## src/rtl/dmem_arb.sv

```systemverilog
// dmem_arb: two-port arbiter and command sequencer in front of dmem.
// Port C (pipeline LSU) has fixed priority. Port D (debug/loader) takes
// priority after STARVE_LIMIT consecutive refused cycles. The winner's request
// is registered for one cycle. It is then decoded into dmem's one-hot
// load/store enables and answered on the owner's response port.
// Ports:
//   clk_i, rst_ni             clock, async active-low reset
//   c_*_i / c_*_o             core request/grant/response
//   d_*_i / d_*_o             debug request/grant/response
//   c_stall_o                 core request refused this cycle
//   m_*_o, m_ld_data_i        dmem command and load data
module dmem_arb #(
  parameter int unsigned STARVE_LIMIT = 4
) (
  input  logic        clk_i,
  input  logic        rst_ni,
  input  logic        c_req_i,
  input  logic        c_we_i,
  input  logic [2:0]  c_funct3_i,
  input  logic [31:0] c_addr_i,
  input  logic [31:0] c_wdata_i,
  output logic        c_gnt_o,
  output logic        c_rvalid_o,
  output logic        c_err_o,
  output logic [31:0] c_rdata_o,
  input  logic        d_req_i,
  input  logic        d_we_i,
  input  logic [2:0]  d_funct3_i,
  input  logic [31:0] d_addr_i,
  input  logic [31:0] d_wdata_i,
  output logic        d_gnt_o,
  output logic        d_rvalid_o,
  output logic        d_err_o,
  output logic [31:0] d_rdata_o,
  output logic        c_stall_o,
  output logic [31:0] m_addr_o,
  output logic [31:0] m_st_data_o,
  output logic        m_st_en_o,
  output logic        m_sb_en_o,
  output logic        m_sh_en_o,
  output logic        m_sw_en_o,
  output logic        m_lb_en_o,
  output logic        m_lh_en_o,
  output logic        m_lw_en_o,
  output logic        m_lbu_en_o,
  output logic        m_lhu_en_o,
  input  logic [31:0] m_ld_data_i
);

  localparam int unsigned CNT_W  = 4;
  localparam int unsigned DATA_W = 32;
  localparam logic [CNT_W-1:0] LIMIT = CNT_W'(STARVE_LIMIT);

  // State bits are {cmd_v, owner}; owner 1 = D.
  typedef enum logic [1:0] {
    IDLE   = 2'b00,
    BUSY_C = 2'b10,
    BUSY_D = 2'b11
  } state_e;

  state_e              state_q, state_d;
  logic [CNT_W-1:0]    starve_q, starve_d;
  logic                we_q, we_d;
  logic [2:0]          f3_q, f3_d;
  logic [DATA_W-1:0]   addr_q, addr_d;
  logic [DATA_W-1:0]   wdata_q, wdata_d;

  logic                d_pri;
  logic                cmd_v;
  logic                owner_d_port;
  logic                legal;
  logic                fire;
  logic [DATA_W-1:0]   ld_data;

  // Combinational grant: C wins ties unless D has starved long enough.
  assign d_pri     = (starve_q == LIMIT);
  assign d_gnt_o   = d_req_i & (~c_req_i | d_pri);
  assign c_gnt_o   = c_req_i & ~d_gnt_o;
  assign c_stall_o = c_req_i & ~c_gnt_o;

  // Next state: capture the winner's command, else drop to IDLE.
  always_comb begin
    state_d  = IDLE;
    we_d     = we_q;
    f3_d     = f3_q;
    addr_d   = addr_q;
    wdata_d  = wdata_q;
    starve_d = '0;
    if (c_gnt_o) begin
      state_d = BUSY_C;
      we_d    = c_we_i;
      f3_d    = c_funct3_i;
      addr_d  = c_addr_i;
      wdata_d = c_wdata_i;
    end else if (d_gnt_o) begin
      state_d = BUSY_D;
      we_d    = d_we_i;
      f3_d    = d_funct3_i;
      addr_d  = d_addr_i;
      wdata_d = d_wdata_i;
    end
    if (d_req_i && !d_gnt_o) begin
      starve_d = (starve_q == LIMIT) ? starve_q : starve_q + CNT_W'(1);
    end
  end

  // State and command register.
  always_ff @(posedge clk_i or negedge rst_ni) begin
    if (!rst_ni) begin
      state_q  <= IDLE;
      starve_q <= '0;
      we_q     <= 1'b0;
      f3_q     <= 3'b000;
      addr_q   <= '0;
      wdata_q  <= '0;
    end else begin
      state_q  <= state_d;
      starve_q <= starve_d;
      we_q     <= we_d;
      f3_q     <= f3_d;
      addr_q   <= addr_d;
      wdata_q  <= wdata_d;
    end
  end

  assign cmd_v        = state_q[1];
  assign owner_d_port = state_q[0];

  // Legality: size/type combination and natural alignment.
  always_comb begin
    legal = 1'b0;
    case (f3_q)
      3'b000:  legal = 1'b1;
      3'b001:  legal = ~addr_q[0];
      3'b010:  legal = (addr_q[1:0] == 2'b00);
      3'b100:  legal = ~we_q;
      3'b101:  legal = ~we_q & ~addr_q[0];
      default: legal = 1'b0;
    endcase
  end

  assign fire = cmd_v & legal;

  // One-hot dmem enables from the registered command.
  assign m_st_en_o  = fire &  we_q;
  assign m_sb_en_o  = fire &  we_q & (f3_q == 3'b000);
  assign m_sh_en_o  = fire &  we_q & (f3_q == 3'b001);
  assign m_sw_en_o  = fire &  we_q & (f3_q == 3'b010);
  assign m_lb_en_o  = fire & ~we_q & (f3_q == 3'b000);
  assign m_lh_en_o  = fire & ~we_q & (f3_q == 3'b001);
  assign m_lw_en_o  = fire & ~we_q & (f3_q == 3'b010);
  assign m_lbu_en_o = fire & ~we_q & (f3_q == 3'b100);
  assign m_lhu_en_o = fire & ~we_q & (f3_q == 3'b101);

  // Address/data only change on a grant, so they hold when idle.
  assign m_addr_o    = addr_q;
  assign m_st_data_o = wdata_q;

  // Response to the owner only; rdata is zero unless a legal load.
  assign ld_data    = (fire && !we_q) ? m_ld_data_i : '0;
  assign c_rvalid_o = cmd_v & ~owner_d_port;
  assign d_rvalid_o = cmd_v &  owner_d_port;
  assign c_err_o    = c_rvalid_o & ~legal;
  assign d_err_o    = d_rvalid_o & ~legal;
  assign c_rdata_o  = c_rvalid_o ? ld_data : '0;
  assign d_rdata_o  = d_rvalid_o ? ld_data : '0;

endmodule

```

## config.mk

```make
export PLATFORM = sky130hd
export DESIGN_NAME = dmem_arb
export DESIGN_NICKNAME = d
export VERILOG_FILES = /design/src/rtl/dmem_arb.sv
export SDC_FILE = /design/constraint.sdc
export NUM_CORES = 1
export LEC_CHECK = 0
export ABC_AREA = 1
export CAP_MARGIN = 10
export CORE_AREA = 2 2 123 125
export DETAILED_ROUTE_END_ITERATION = 10
export DIE_AREA = 0 0 125 127
export GPL_ROUTABILITY_DRIVEN = 0
export PLACE_DENSITY = 0.71
export SYNTH_ARGS = -nofsm -noshare
export SYNTH_HDL_FRONTEND = slang
export SYNTH_SLANG_ARGS = --single-unit
```

## constraint.sdc

```tcl
create_clock -name clk_i -period 4.3 [get_ports clk_i]
set_clock_uncertainty 0.05 [all_clocks]
set_input_delay 0.645 -clock clk_i [delete_from_list [all_inputs] [get_ports clk_i]]
set_output_delay 0.645 -clock clk_i [all_outputs]
set_load 0.02 [all_outputs]
```

---- Word level (Yosys, flattened, before mapping) ----
Cells that the tools add are included.
word-level totals
  flip-flop bits (word level) ............. 74
  bits in latches ......................... 0
  bits in writable memories ............... 0
  bits in read-only memories .............. 0
  bits of input ports ..................... 172
  memories kept ........................... 0
operators by class
  $add $sub $neg .......................... 1
  $mul .................................... 0
  div/mod/pow operators ................... 0
  $lt $le $gt $ge ......................... 0
  equal/unequal tests ..................... 6
  shifts and indexed selects .............. 0
  muxes and demuxes ....................... 16
  bitwise logic cells ..................... 27
  reduce and logical (&&, ||, !) cells .... 7
operators by type and width
  kind                                           number
  two-way mux 32 bit                             7
  bitwise AND 1 bit                              19
  two-way mux 4 bit                              2
  inverter 1 bit                                 7
  == test 3 bit, second input constant           2
  two-way mux 3 bit                              2
  one-hot mux 1 bit (5 select lines)             1
  adder 4 x 1 -> 4 bit, second input constant    1
  == test 4 x 3 -> 1 bit, second input constant  1
  two-way mux 2 bit                              2
  == test 3 x 1 -> 1 bit, second input constant  1
  == test 3 x 2 -> 1 bit, second input constant  1
  zero test 3 bit                                1
  logical AND 1 bit                              2
  zero test 1 bit                                2
  zero test 2 bit                                1
  two-way mux 1 bit                              2
  inequality test 2 bit, second input constant   1
  nonzero test 2 bit                             1
  bitwise OR 1 bit                               1

---- Depth between registers and ports, before layout ----
Gate-level depths: netlist (run 1).
  depth after elaboration ................. 7
  mapped depth ............................ 8

---- Worst setup path after synthesis (run 1) ----
Ideal clock, no wire load.
  kind .................................... input-to-output
  start point ............................. in c_req_i
  end point ............................... out c_stall_o
  arrival time ............................ 1.485 ns
  setup slack ............................. 2.120 ns
  cell stages on the path ................. 4
  path buffers ............................ 2
  cell sequence ........................... buf_2 -> clkbuf_1 -> inv_1 -> nor2_1
between the ends
  longest elaborated chain between the ends .. 7
ends and longest elaborated chain
  element              line  source
  start, declared      17    input logic c_req_i,
  inverter 1 bit       77    assign d_gnt_o = d_req_i & (~c_req_i | d_pri);
  bitwise OR 1 bit     77
  bitwise AND 1 bit    77
  inverter 1 bit       78    assign c_gnt_o = c_req_i & ~d_gnt_o;
  bitwise AND 1 bit    78
  inverter 1 bit       79    assign c_stall_o = c_req_i & ~c_gnt_o;
  bitwise AND 1 bit *  79
  end, declared        35    output logic c_stall_o,
Mark *: on every way between the ends. The rest lies on a longest branch, timed or not.

---- Worst setup path after layout (run 1) ----
  start point ............................. reg state_q[1]
  end point ............................... out d_rdata_o[8]
between the ends
  longest elaborated chain between the ends .. 4
  elaborated cells between the ends (all ways) .. 5
  classes of those cells .................. mux: 2; bitwise: 2; reduce/logical: 1
ends and longest elaborated chain
  element                 line  source
  start, declared         61    state_e state_q, state_d;
  start signal, assigned  117   state_q <= state_d;
  bitwise AND 1 bit       142   assign fire = cmd_v & legal;
  logical AND 1 bit       160   assign ld_data = (fire && !we_q) ? m_ld_data_i : '0;
  two-way mux 32 bit      160
  two-way mux 32 bit *    166   assign d_rdata_o = d_rvalid_o ? ld_data : '0;
  end, declared           34    output logic [31:0] d_rdata_o,
Marks and branches as above.

==> results of run 1 <==
synth_stat cells (all sizes together):
cell type,number
xor2,1
inv,29
or2,2
xnor2,1
buf,36
nand3b,1
dfrtp,74
ha,2
nand4,34
clkbuf,18
nand3,200
nor2,94
clkinv,1
nand2,87
o21ai,1
worst reg2reg max path, stage by stage, from the launching register on:
cell and delay, ps:
dfrtp_1 390, inv_1 60, ha_1 190, nand3b_1 180, nand2_2 90, nand2_2 290, buf_4 530, nand3_1 270
nand3_1 110
cells by family after synthesis:
kind of cell	count (synthesis)	share of synthesized area
adder cells (fa/ha/maj)	2	0.005800
flip-flops	74	0.4292
AND/OR/NAND/NOR	418	0.4643
buffers and inverters	84	0.09454
XOR/XNOR	2	0.004061
AO/OA/AOI/OAI	1	0.002031
sequential cells by signal, indices dropped and copies added (netlist names):
register,flops
starve_q,4
state_q,2
m_st_data_o,32
f3_q,3
we_q,1
m_addr_o,32
per-layer routing:
metal	vias to the layer above	track usage	routed length, um
li1	2513	-	-
met1	2436	0.2580	6911
met2	235	0.3718	8727
met3	35	0.05779	1350
met4	2	0.09804	623
met5	-	0	16
cell type report:
| class | count | area [um2] |
|---|---|---|
| Fill cell | 1387 | 6621 |
| Timing Repair Buffer | 325 | 3228 |
| Multi-Input combinational cell | 423 | 2054 |
| Sequential cell | 74 | 1852 |
| Clock buffer | 13 | 260.3 |
| Tap cell | 184 | 230.2 |
| Inverter | 30 | 112.6 |
| Clock inverter | 2 | 60.06 |
| Antenna cell | 2 | 5.005 |
cells in the final DEF, fill, tap and decap left out, types with 2 or more instances in the layout:
cell type,count
buf_4,10
clkbuf_8,2
inv_1,29
clkbuf_16,9
bufinv_16,2
nand4_1,22
diode_2,2
dfrtp_1,74
nand4_2,12
or2_2,2
nand2_2,2
ha_1,2
nand3_1,200
clkdlybuf4s50_1,312
clkbuf_1,2
nor2_1,92
nand2_1,85
buf_2,2
final timing paths:
| kind | cells past startpoint | endpoint | from | slack (ps) |
|---|---|---|---|---|
| min in group clk_i | 2 | m_st_data_o[11] | m_st_data_o[11] | 440 |
| hold / removal | 1 | m_addr_o[11] | rst_ni | 420 |
| setup / recovery | 4 | d_rdata_o[8] | state_q[1] | 900 |
| max in group asynchronous | 1 | m_st_data_o[10] | rst_ni | 3110 |
| setup reg to reg | 8 | m_addr_o[0] | starve_q[0] | 2060 |
| hold reg to reg | 2 | m_st_data_o[11] | m_st_data_o[11] | 440 |
power by group through the flow:
| stage | clock, mW | combinational [mW] | sequential, mW |
|---|---|---|---|
| 2_1_floorplan | 0 | 0.274 | 0.887 |
| 3_3_place_gp | 0 | 0.754 | 0.812 |
| 3_5_place_dp | 0 | 0.754 | 0.814 |
| 4_1_cts | 0.839 | 0.755 | 0.803 |
| 5_1_grt | 0.866 | 0.803 | 0.812 |
| 6_report | 0.813 | 0.747 | 0.804 |
through the flow:
stage | setup WS, ps | instance area, um2 | utilization | instances | hold slack (ps)
detailed placement | 1273 | 7477 | 0.5184 | 1036 | 433.0
floorplan | 2120 | 4314 | - | 581 | 299.4
finish | 901.5 | 7802 | 0.5409 | 1053 | 420.1
global placement | 1348 | 7477 | 0.5184 | 1036 | 427.8
global route | 623.5 | 7802 | 0.5409 | 1053 | 460.6
CTS | 909.2 | 7797 | 0.5406 | 1051 | 447.6
==> results_dict.tcl, run 1 <==
set metrics [dict create \
    yosys-top-cells-area "dfrtp_1 43%, nand3_1 23%, nor2_1 8.0%, nand2_1 7.4%, nand4_2 3.5%" \
    cts_tree "yes" \
    cts_max_level 3 \
    ant_nets 0 \
    post_cts_resized 0 \
    cpMaxStageDelayCell "nand2_1" \
    postCtsSetupRepairBufs 0 \
    maxCapViolations 0 \
    netlist_area_um2 4314 \
    synth-seq-cells 74 \
    std_cell_rows 44 \
    initial_core_util 0.2991 \
    p_int_mw 1.666 \
    grt_max_degree 75 \
    fin_crit_sh 0.7904 \
    drcViolationCount 0 \
    design_power_total_mw 2.364 \
    die_w_um 125 \
    synth_cells 581 \
    rsz0062_at_grt "false" \
    wl_per_cell_um 16.74 \
    fin_tns_setup_ps 0 \
    cp.arrival_ps 2700 \
    clkLatencyLatePin_ps 320 \
    p_leak_nw 3.332 \
    track_usage 0.2177 \
    p_comb_frac 0.316 \
    cts.clk_slew.worst_paths_ps 60 \
    cts-buffers-inserted 9 \
    grt_pass1_wl_um 27770 \
    root_buffer "clkbuf_16" \
    cts_buffer_depth 2 \
    fp.dieArea_um2 15880 \
    ioPinCount 316 \
    swShare 0.2955 \
    critPathBufInv 2 \
    synth_top_area_share 0.4292 \
    nNetsFinal 1037 \
    fmax_ghz 0.2942 \
    p_switching_mw 0.6984 \
    critPathKind "reg2out" \
    outcome "finished clean" \
    grt_pass1_vias 5108 \
    syn_area_per_cell_um2 7.425 \
    ir_drop_v 0.0001945 \
    critical_path.max_fanout 37 \
    layout_min_cycle_time_ps 3399 \
    cts_hold_buf 0 \
    totalWireLength_um 17630 \
    synth_area_leader_cell "dfrtp_1" \
    slew_viol_final 0 \
    max_slew.worst_pin.slew_ps 1002 \
    port_buffers 315 \
    drt_iter0_drc 304 \
    yosysSeqAreaShare 0.4292 \
    clkSinkCount 74 \
    antenna_found_initial 3 \
    max_stage_delay_ps 690 \
    core-area_um2 14420 \
    dieHeight_um 127 \
    grt-ovfl-total 0 \
    power.density_nw_per_um2 303.0 \
    crit_chain "buf_4 -> nand2_1 -> nor2_1 -> clkdlybuf4s50_1" \
    via_count 5221 \
    slew_headroom 0.3302 \
    drt_pass1_iterations 5 \
    drive_above_1_share 0.05190 \
    setup_viol 0 \
    viasPerCell 4.958 \
    cp-end-kind "primary output" \
    p_seq_frac 0.340 \
    critPathRequiredTime_ps 3610 \
    ys_types 24 \
    syn_nets 755 \
    hold_class "in2async" \
    cp_top_family "buffers and inverters" \
    critPathLaunchType "register" \
    clkPwrFrac 0.344 \
    hold_viol 0 \
    yosysWarningCount 0 \
    syn_to_final_growth_pct 80.86 \
    dpl.hpwl_um 13000 \
]
Note: power is estimated with default switching activity, not from simulation.
==> run 2, diff against run 1 <==
CORE_AREA = 2 2 121 123   (was 2 2 123 125)
DIE_AREA = 0 0 123 125   (was 0 0 125 127)
PLACE_DENSITY = 0.73   (was 0.71)
clock period = 3.5 ns   (was 4.3 ns; I/O delays follow)
==> run 2 against run 1 <==
Against the previous run:
- hold slack worse by 120 ps
- critical endpoint is now c_rdata_o[24]
- register-to-register slack got worse by 770 ps
- critical path type unchanged
- final cell count grew 0.76%
- global-route usage grew 0.79 points
- clock power up 32%
- cell area up 0.66%
- core utilization increased by 1.2 points
==> results_dict.tcl, run 2 (same netlist as run 1, synthesis figures left out) <==
set metrics [dict create \
    outcome "finished clean" \
    cts-buffers-inserted 9 \
    nNetsFinal 1039 \
    initial_core_util 0.3037 \
    power.density_nw_per_um2 379.7 \
    dieHeight_um 125 \
    std_cell_rows 44 \
    drcViolationCount 0 \
    p_leak_nw 3.348 \
    final_common_cell "clkdlybuf4s50_1" \
    drive_above_1_share 0.05632 \
    drt_pass1_iterations 4 \
    hold_class "in2async" \
    grt_pass1_wl_um 27240 \
    drt_iter0_drc 251 \
    post_cts_resized 0 \
    cts.clk_slew.worst_paths_ps 60 \
    slew_headroom 0.3463 \
    final_cell_mix "312 x clkdlybuf4s50_1, 200 x nand3_1, 92 x nor2_1" \
    critPathLaunchType "register" \
    via_count 5191 \
    cts_buffer_depth 2 \
    root_buffer "clkbuf_16" \
    track_usage 0.2255 \
    setup_viol 0 \
    grt_max_degree 82 \
    ant_nets 0 \
    fin_crit_sh 0.8746 \
    layout_min_cycle_time_ps 3061 \
    antenna_found_initial 7 \
    critPathKind "reg2out" \
    port_buffers 315 \
    cp-end-kind "primary output" \
    cp.arrival_ps 2490 \
    wl_per_cell_um 16.59 \
    max_slew.worst_pin.slew_ps 980.6 \
    ir_drop_v 0.0002487 \
    critPathRequiredTime_ps 2920 \
    stdcell_count 1061 \
    ioPinCount 316 \
    viasPerCell 4.893 \
    maxCapViolations 0 \
    slew_viol_final 0 \
    dpl.hpwl_um 12710 \
    syn_to_final_growth_pct 82.05 \
    clkSinkCount 74 \
    grt_pass1_vias 5103 \
    totalWireLength_um 17610 \
    rsz0062_at_grt "false" \
    fin_tns_setup_ps 0 \
    postCtsSetupRepairBufs 0 \
    cts_max_level 3 \
    fmax_ghz 0.3267 \
    hold_viol 0 \
    cts_tree "yes" \
    numPlacedInstances 1038 \
    die_w_um 123 \
    critical_path.max_fanout 24 \
    cts_hold_buf 0 \
    clkLatencyLatePin_ps 320 \
    core-area_um2 14200 \
    worst_slack_ps 438.8 \
    fp.dieArea_um2 15380 \
    grt-ovfl-total 0 \
    dp_slack_ps 783.9 \
]
[run 2: cell types whose count changed in the layout (fill, tap and decap cells not counted)]
cell        change
diode_2         +5
buf_4           +2
clkbuf_8        -2
clkinv_4        +2
bufinv_16       +1
clkbuf_1        -1
clkinvlp_4      +1
[run 2: final timing paths]
check,from,to,slack [ps],cells past startpoint
min in group clk_i,m_st_data_o[31],m_st_data_o[31],440,2
worst max register to register,starve_q[0],f3_q[2],1290,8
max in group asynchronous,rst_ni,m_st_data_o[7],2460,1
worst max-delay path,we_q,c_rdata_o[24],440,5
worst min register to register,m_st_data_o[31],m_st_data_o[31],440,2
worst min-delay path,rst_ni,m_st_data_o[12],300,1
[run 2: cell type report]
class                   instances  area (um2)
fillers                      1394        6350
diodes                          7       17.52
multi-input cells             423        2054
clock buffers                  10       229.0
repair buffers                327        3243
inverters                      30       112.6
well taps                     184       230.2
flip-flops and latches         74        1852
clock inverters                 6       115.1
[run 2: through the flow]
| stage | utilization | cell area [um2] | hold WS, ps | power (mW) |
|---|---|---|---|---|
| after floorplan | - | 4314 | 179.4 | 1.426 |
| after global placement | 0.5275 | 7492 | 427.2 | 1.922 |
| after detailed placement | 0.5275 | 7492 | 432.3 | 1.930 |
| after CTS | 0.5517 | 7836 | 335.1 | 3.017 |
| after global routing | 0.5528 | 7851 | 390.2 | 3.124 |
| final | 0.5529 | 7854 | 304.5 | 2.982 |
[run 2: power by group]
group / internal [mW] / switching [mW] / leakage (nW)
sequential: 0.936 / 0.0532 / 0.918
clock: 0.700 / 0.374 / 0.163
combinational: 0.452 / 0.467 / 2.27
total: 2.09 / 0.895 / 3.35
[run 2: critical path: stages (launching register included)]
cell and delay [ps]:
dfrtp_1 340, clkinv_1 630, buf_4 430, nand4_1 140
nor2_1 50, clkdlybuf4s50_1 560
[run 2: routing by layer]
metal	global-route usage	up-vias	part of all wire
li1	-	2518	-
met1	0.2564	2410	0.37
met2	0.3900	236	0.50
met3	0.06706	25	0.10
met4	0.09358	2	0.025
met5	0	-	0.00062
